## src/rtl/param_read_pkg.sv

```systemverilog
// -----------------------------------------------------------------------------
// param_read_pkg
// Shared types for the parameter read sequencer: FSM state encoding, the
// per-word tag that travels alongside each RAM read, and the read-credit rule.
// -----------------------------------------------------------------------------
package param_read_pkg;

  typedef enum logic [2:0] {
    IDLE       = 3'd0,
    READ_BIAS  = 3'd1,
    READ_DATA  = 3'd2,
    READ_STALL = 3'd3,
    READ_FINAL = 3'd4
  } read_state_t;

  typedef struct packed {
    logic is_bias;
    logic last_kernel;
    logic last;
  } read_tag_t;

  localparam int TAG_W = $bits(read_tag_t);

  // A new read may issue only if, after this cycle's pop, the words already
  // buffered plus the one still in flight leave a free FIFO slot.
  function automatic logic credit_ok(input logic [1:0] count,
                                     input logic       inflight,
                                     input logic       pop);
    logic [2:0] used;
    logic [2:0] limit;
    used  = {1'b0, count} + {2'b0, inflight};
    limit = 3'd2 + {2'b0, pop};
    return (used < limit);
  endfunction

endpackage

```

## src/rtl/param_read_sequencer_fifo.sv

```systemverilog
// -----------------------------------------------------------------------------
// stream_fifo2
// Two-entry FIFO used to decouple the RAM read pipeline from the consumer.
// Push and pop may occur in the same cycle, including when full: the popped
// slot is the one being overwritten, and the head is read before the edge.
//
// Ports:
//   clk, reset  - clock, synchronous active-high reset (flushes the FIFO)
//   push        - write push_data at the tail
//   push_data   - entry to write
//   pop         - remove the head entry (ignored when empty)
//   count       - number of entries held (0..2)
//   head        - oldest entry (meaningful when count != 0)
// -----------------------------------------------------------------------------
module stream_fifo2 #(
  parameter int WIDTH = 11
) (
  input  logic             clk,
  input  logic             reset,
  input  logic             push,
  input  logic [WIDTH-1:0] push_data,
  input  logic             pop,
  output logic [1:0]       count,
  output logic [WIDTH-1:0] head
);

  logic [WIDTH-1:0] mem [2];
  logic             wr_ptr;
  logic             rd_ptr;
  logic [1:0]       count_q;
  logic             do_push;
  logic             do_pop;

  assign do_pop  = pop && (count_q != 2'd0);
  assign do_push = push && ((count_q != 2'd2) || do_pop);

  always_ff @(posedge clk) begin
    if (reset) begin
      wr_ptr  <= 1'b0;
      rd_ptr  <= 1'b0;
      count_q <= 2'd0;
    end else begin
      if (do_push) wr_ptr <= ~wr_ptr;
      if (do_pop)  rd_ptr <= ~rd_ptr;
      case ({do_push, do_pop})
        2'b10:   count_q <= count_q + 2'd1;
        2'b01:   count_q <= count_q - 2'd1;
        default: count_q <= count_q;
      endcase
    end
  end

  always_ff @(posedge clk) begin
    if (do_push) mem[wr_ptr] <= push_data;
  end

  assign count = count_q;
  assign head  = mem[rd_ptr];

endmodule

```

## src/rtl/param_read_sequencer.sv

```systemverilog
// -----------------------------------------------------------------------------
// param_read_sequencer
// Walks NUM_FILTERS records of (1 bias + KERNEL_LEN weights) stored
// contiguously from base_addr in a single-port synchronous RAM and streams
// the words to the compute datapath over valid/ready, tagged with bias /
// last-kernel / last-of-run flags.
//
// Ports:
//   clk, reset       - clock, synchronous active-high reset
//   start, base_addr - one-cycle run request and first bias address
//   busy, done       - run in progress, one-cycle completion pulse
//   ram_addr, ram_rden, ram_q - RAM read port (data one cycle after rden)
//   out_data, out_valid, out_ready - output stream
//   out_is_bias, out_last_kernel, out_last - per-word flags
// -----------------------------------------------------------------------------
module param_read_sequencer
  import param_read_pkg::*;
#(
  parameter int ADDR_W      = 16,
  parameter int DATA_W      = 8,
  parameter int KERNEL_LEN  = 9,
  parameter int NUM_FILTERS = 4
) (
  input  logic              clk,
  input  logic              reset,
  input  logic              start,
  input  logic [ADDR_W-1:0] base_addr,
  output logic              busy,
  output logic              done,
  output logic [ADDR_W-1:0] ram_addr,
  output logic              ram_rden,
  input  logic [DATA_W-1:0] ram_q,
  output logic [DATA_W-1:0] out_data,
  output logic              out_valid,
  input  logic              out_ready,
  output logic              out_is_bias,
  output logic              out_last_kernel,
  output logic              out_last
);

  localparam int WI_W   = $clog2(KERNEL_LEN + 1);
  localparam int FI_W   = (NUM_FILTERS > 1) ? $clog2(NUM_FILTERS) : 1;
  localparam int FIFO_W = DATA_W + TAG_W;

  read_state_t       state;
  read_state_t       saved_state;
  logic [ADDR_W-1:0] addr_cnt;
  logic [WI_W-1:0]   word_idx;     // weights already issued for this filter
  logic [FI_W-1:0]   filter_idx;
  logic              busy_q;
  logic              done_q;

  logic              issue;
  read_tag_t         issue_tag;
  logic              last_weight;
  logic              last_filter;
  logic              can_issue;

  logic              vld_p1;
  read_tag_t         tag_p1;

  logic              pop;
  logic [1:0]        fifo_count;
  logic [FIFO_W-1:0] fifo_head;
  read_tag_t         head_tag;

  assign last_weight = (word_idx == WI_W'(KERNEL_LEN - 1));
  assign last_filter = (filter_idx == FI_W'(NUM_FILTERS - 1));
  assign pop         = out_valid && out_ready;
  assign can_issue   = credit_ok(fifo_count, vld_p1, pop);

  always_comb begin
    issue     = 1'b0;
    issue_tag = '0;
    case (state)
      READ_BIAS: begin
        if (can_issue) begin
          issue             = 1'b1;
          issue_tag.is_bias = 1'b1;
        end
      end
      READ_DATA: begin
        if (can_issue) begin
          issue                 = 1'b1;
          issue_tag.last_kernel = last_weight;
          issue_tag.last        = last_weight && last_filter;
        end
      end
      default: ;
    endcase
  end

  // Stage p0: FSM, address counter and read issue
  always_ff @(posedge clk) begin
    if (reset) begin
      state       <= IDLE;
      saved_state <= IDLE;
      addr_cnt    <= '0;
      word_idx    <= '0;
      filter_idx  <= '0;
      busy_q      <= 1'b0;
      done_q      <= 1'b0;
      vld_p1      <= 1'b0;
    end else begin
      done_q <= 1'b0;
      vld_p1 <= issue;
      if (issue) addr_cnt <= addr_cnt + 1'b1;
      case (state)
        IDLE: begin
          // A start coinciding with the done pulse belongs to the old run.
          if (start && !done_q) begin
            addr_cnt   <= base_addr;
            word_idx   <= '0;
            filter_idx <= '0;
            busy_q     <= 1'b1;
            state      <= READ_BIAS;
          end
        end
        READ_BIAS: begin
          if (issue) begin
            state <= READ_DATA;
          end else begin
            saved_state <= READ_BIAS;
            state       <= READ_STALL;
          end
        end
        READ_DATA: begin
          if (issue) begin
            if (last_weight) begin
              word_idx <= '0;
              if (last_filter) begin
                state <= READ_FINAL;
              end else begin
                filter_idx <= filter_idx + 1'b1;
                state      <= READ_BIAS;
              end
            end else begin
              word_idx <= word_idx + 1'b1;
            end
          end else begin
            saved_state <= READ_DATA;
            state       <= READ_STALL;
          end
        end
        READ_STALL: begin
          if (can_issue) state <= saved_state;
        end
        READ_FINAL: begin
          // The word tagged last is the final one pushed, so its handshake
          // means the pipeline and FIFO are empty.
          if (pop && head_tag.last) begin
            done_q <= 1'b1;
            busy_q <= 1'b0;
            state  <= IDLE;
          end
        end
        default: state <= IDLE;
      endcase
    end
  end

  always_ff @(posedge clk) begin
    if (issue) tag_p1 <= issue_tag;
  end

  // Stage p1: RAM data lands and is pushed with its tag
  stream_fifo2 #(
    .WIDTH (FIFO_W)
  ) u_fifo (
    .clk       (clk),
    .reset     (reset),
    .push      (vld_p1),
    .push_data ({ram_q, tag_p1}),
    .pop       (pop),
    .count     (fifo_count),
    .head      (fifo_head)
  );

  // Stage p2: FIFO head drives the stream
  assign head_tag  = read_tag_t'(fifo_head[TAG_W-1:0]);
  assign out_valid = (fifo_count != 2'd0);

  // Outputs read as zero whenever nothing is valid, including after reset.
  assign out_data        = out_valid ? fifo_head[FIFO_W-1:TAG_W] : '0;
  assign out_is_bias     = out_valid && head_tag.is_bias;
  assign out_last_kernel = out_valid && head_tag.last_kernel;
  assign out_last        = out_valid && head_tag.last;

  assign ram_rden = issue;
  assign ram_addr = addr_cnt;
  assign busy     = busy_q;
  assign done     = done_q;

endmodule

```

## config.mk

```make
export PLATFORM = sky130hd
export DESIGN_NAME = param_read_sequencer
export DESIGN_NICKNAME = d
export VERILOG_FILES = /design/src/rtl/param_read_pkg.sv /design/src/rtl/param_read_sequencer_fifo.sv /design/src/rtl/param_read_sequencer.sv
export SDC_FILE = /design/constraint.sdc
export NUM_CORES = 1
export LEC_CHECK = 0
export ABC_AREA = 1
export CAP_MARGIN = 20
export CORE_AREA = 2 2 92 94
export DETAILED_ROUTE_END_ITERATION = 6
export DIE_AREA = 0 0 94 96
export SYNTH_ARGS = -nofsm -noshare
export SYNTH_HDL_FRONTEND = slang
export SYNTH_SLANG_ARGS = --single-unit
```

## constraint.sdc

```tcl
create_clock -name clk -period 2 [get_ports clk]
set_input_delay 0.3 -clock clk [delete_from_list [all_inputs] [get_ports clk]]
set_output_delay 0.3 -clock clk [all_outputs]
set_load 0.005 [all_outputs]
```

==> metrics <==
GRT Resource Usage Total=16.8%; maxcap violations=0; Pins Over Slew Limit=0; via count of the first global-routing pass=2587; CP Capture Type=output port; post-route ant nets=0; Synth Instances=417; Layout Nets=524; critical path arrival=1630 ps; Clock Tree Root=clkbuf_8; min Tclk post-route=slightly below 2000 ps; Final setup viols=0; top cell type's share of synthesized area=23.8%; drt first pass iters=4; Max Fclk=518 MHz; antenna diode count=0; area of the mapped netlist=3150 um^2; Die Wd=94 um; Post-CTS Hold Fix Bufs=0; Worst Clk Skew=8.84 ps; initial antenna violation count=0; Netlist cell types=29; Worst VDD drop=0.602 mV; layout filler cell count=approximately 800; Synth area leaders=edfxtp_1 (24%), dfxtp_1 (22%), nand2_1 (15%), inv_1 (6.4%), a21oi_1 (4.6%); chip height=96 um; global placement routability congestion=0.823; Core ar.=between 8000 and 9000 um^2; Initial Utilization=39.1%; WL/cell=11.7 um; Worst Tran Pin Value=425 ps; pre-CTS setup slack=29.8 ps; largest net degree at the start of global routing=29; clk sinks=60; crit path kind=flop to output port; final instance area=slightly above 4000 um^2; Die Area=9020 um^2; status=finished, final reports clean; final worst slack=around 69 ps; H-Tree Depth=3; crit share post-route=between 90% and 100%; area of placed instances=about 3900 um^2; Finished Layout Cells=599; Final Power=approximately 5 mW; Hold Path Class=flop to flop; total number of vias=2802; clock latency on the worst-skew pair=330 ps; # rows=33; Yosys top cell by area=edfxtp_1; cts bufs inserted=9; CP Max Fanout=12; Power Density=1240 nW/um^2; clock transition at the registers of the reported paths=70 ps; total gr overflow=0; post-synthesis register bit count=60; Avg Vias per Cell=4.68; Syn Nets=approximately 450; CP required=1700 ps; layout cells sized above 1=10.7%; HPWL after detailed placement=4930 um; TritonCTS clock tree=done; Worst setup SP type=flop; WHS=around 440 ps; boundary pin count=59; Final Util=51.5%; Leak=1.94 nW; DRT Wirelength=7010 um; RSZ-0062 raised after global routing=no; sequential share of the synthesized area=46.1%; DRC Markers=0; yosys warns=0; final hold vios=0; Inst Count DP=583; Layout area overhead=31.5%; Mapped Avg Cell Area=7.56 um^2; PortBufs=58; Max clock buf depth=2; Slew HR=between 70 and 80%; 1st-iter DRT viols=94; first-pass GRT wire length=11800 um; setup TNS=0 ps
path summary, 6_finish.rpt:
check                                                  start                    endpoint  slack, ps  cells past startpoint
worst min register to register       tag_p1[1]$_SDFFCE_PN0P_  u_fifo.mem[0][1]$_DFFE_PP_        440                      0
worst min-delay path                 tag_p1[1]$_SDFFCE_PN0P_  u_fifo.mem[0][1]$_DFFE_PP_        440                      0
worst max register to register             vld_p1$_SDFF_PP0_      ram_addr[4]$_SDFF_PP0_        230                     10
worst max-delay path            u_fifo.count[0]$_SDFFE_PP0P_                 out_data[6]         70                      5
synth_stat cells:
cell type / count
nand2_4: 3
ha_1: 7
clkinv_1: 1
nor2_8: 1
xor2_1: 4
o21ai_1: 2
nor3b_1: 2
xnor2_1: 5
buf_2: 2
clkbuf_1: 6
dfxtp_1: 35
nor2_4: 1
nor2_1: 36
a21oi_2: 2
a21oi_1: 29
o21bai_1: 7
nand4_1: 2
nand2_2: 1
buf_6: 3
inv_1: 54
nand3_4: 1
edfxtp_1: 25
nor3_1: 5
nand3_1: 29
nand3_2: 1
nand2_1: 128
inv_2: 3
or2_2: 2
o21ai_0: 20
layout make-up:
cell class                      count  area (um^2)  area share (%)
Multi-Input combinational cell    288         1440            34.7
Sequential cell                    60         1460            35.1
Tap cell                          105          131            3.17
Clock buffer                       12          155            3.74
Timing Repair Buffer               72          718            17.3
Clock inverter                      4         23.8           0.573
Inverter                           58          221            5.34
critical path: stages (launching register included):
cell and delay [ps]:
dfxtp_2 340, buf_4 130, nor2_1 50, buf_6 150, a21oi_1 110, clkdlybuf4s50_1 510
cells in the final DEF, fill, tap and decap left out, types with 5 or more instances in the layout:
cell,netlist,final
o21bai_1,7,7
xnor2_1,5,5
inv_1,54,52
nor2_1,36,36
o21ai_0,20,20
buf_4,0,11
clkbuf_8,0,11
nand3_1,29,29
ha_1,7,5
nor3_1,5,5
a21oi_1,29,27
nand2_1,128,128
dfxtp_1,35,31
dlymetal6s2s_1,0,7
edfxtp_1,25,25
clkdlybuf4s50_1,0,47
per-layer routing:
layer / vias to the layer above / GRT usage (%) / part of all wire [%]
li1: 1479 / - / -
met1: 1254 / 20.8 / 47
met2: 60 / 28.2 / 47
met3: 9 / 3.52 / 3.9
met4: 0 / 8.09 / 1.6
met5: - / 0 / 0
repair_timing:
action                                  in CTS  in global routing
setup buffers                                0                  0
resized for setup                            8                 15
pin swaps                                    0                  0
endpoints found under the setup margin       9                  9
cells by family after synthesis:
logic type	synth area share, %
adder cells (fa/ha/maj)	2.78
AO/OA/AOI/OAI	10.3
XOR/XNOR	2.50
buffers and inverters	9.01
AND/OR/NAND/NOR	29.3
flip-flops	46.0
sequential cells by signal (all words and copies together), names as in the netlist, named ones only:
signal and cells:
filter_idx 2, busy 1, done 1, saved_state 2, word_idx 4, vld_p1 1, state 3, tag_p1 3
u_fifo.wr_ptr 1, u_fifo.rd_ptr 1, u_fifo.count 2, u_fifo.mem 22, ram_addr 16
power breakdown:
group          internal [mW]  switching [mW]  total, mW
Clock                  0.511           0.465      0.976
Sequential              1.61           0.269       1.88
Combinational           1.04            1.23       2.27
(Power assumes the default switching activity.)
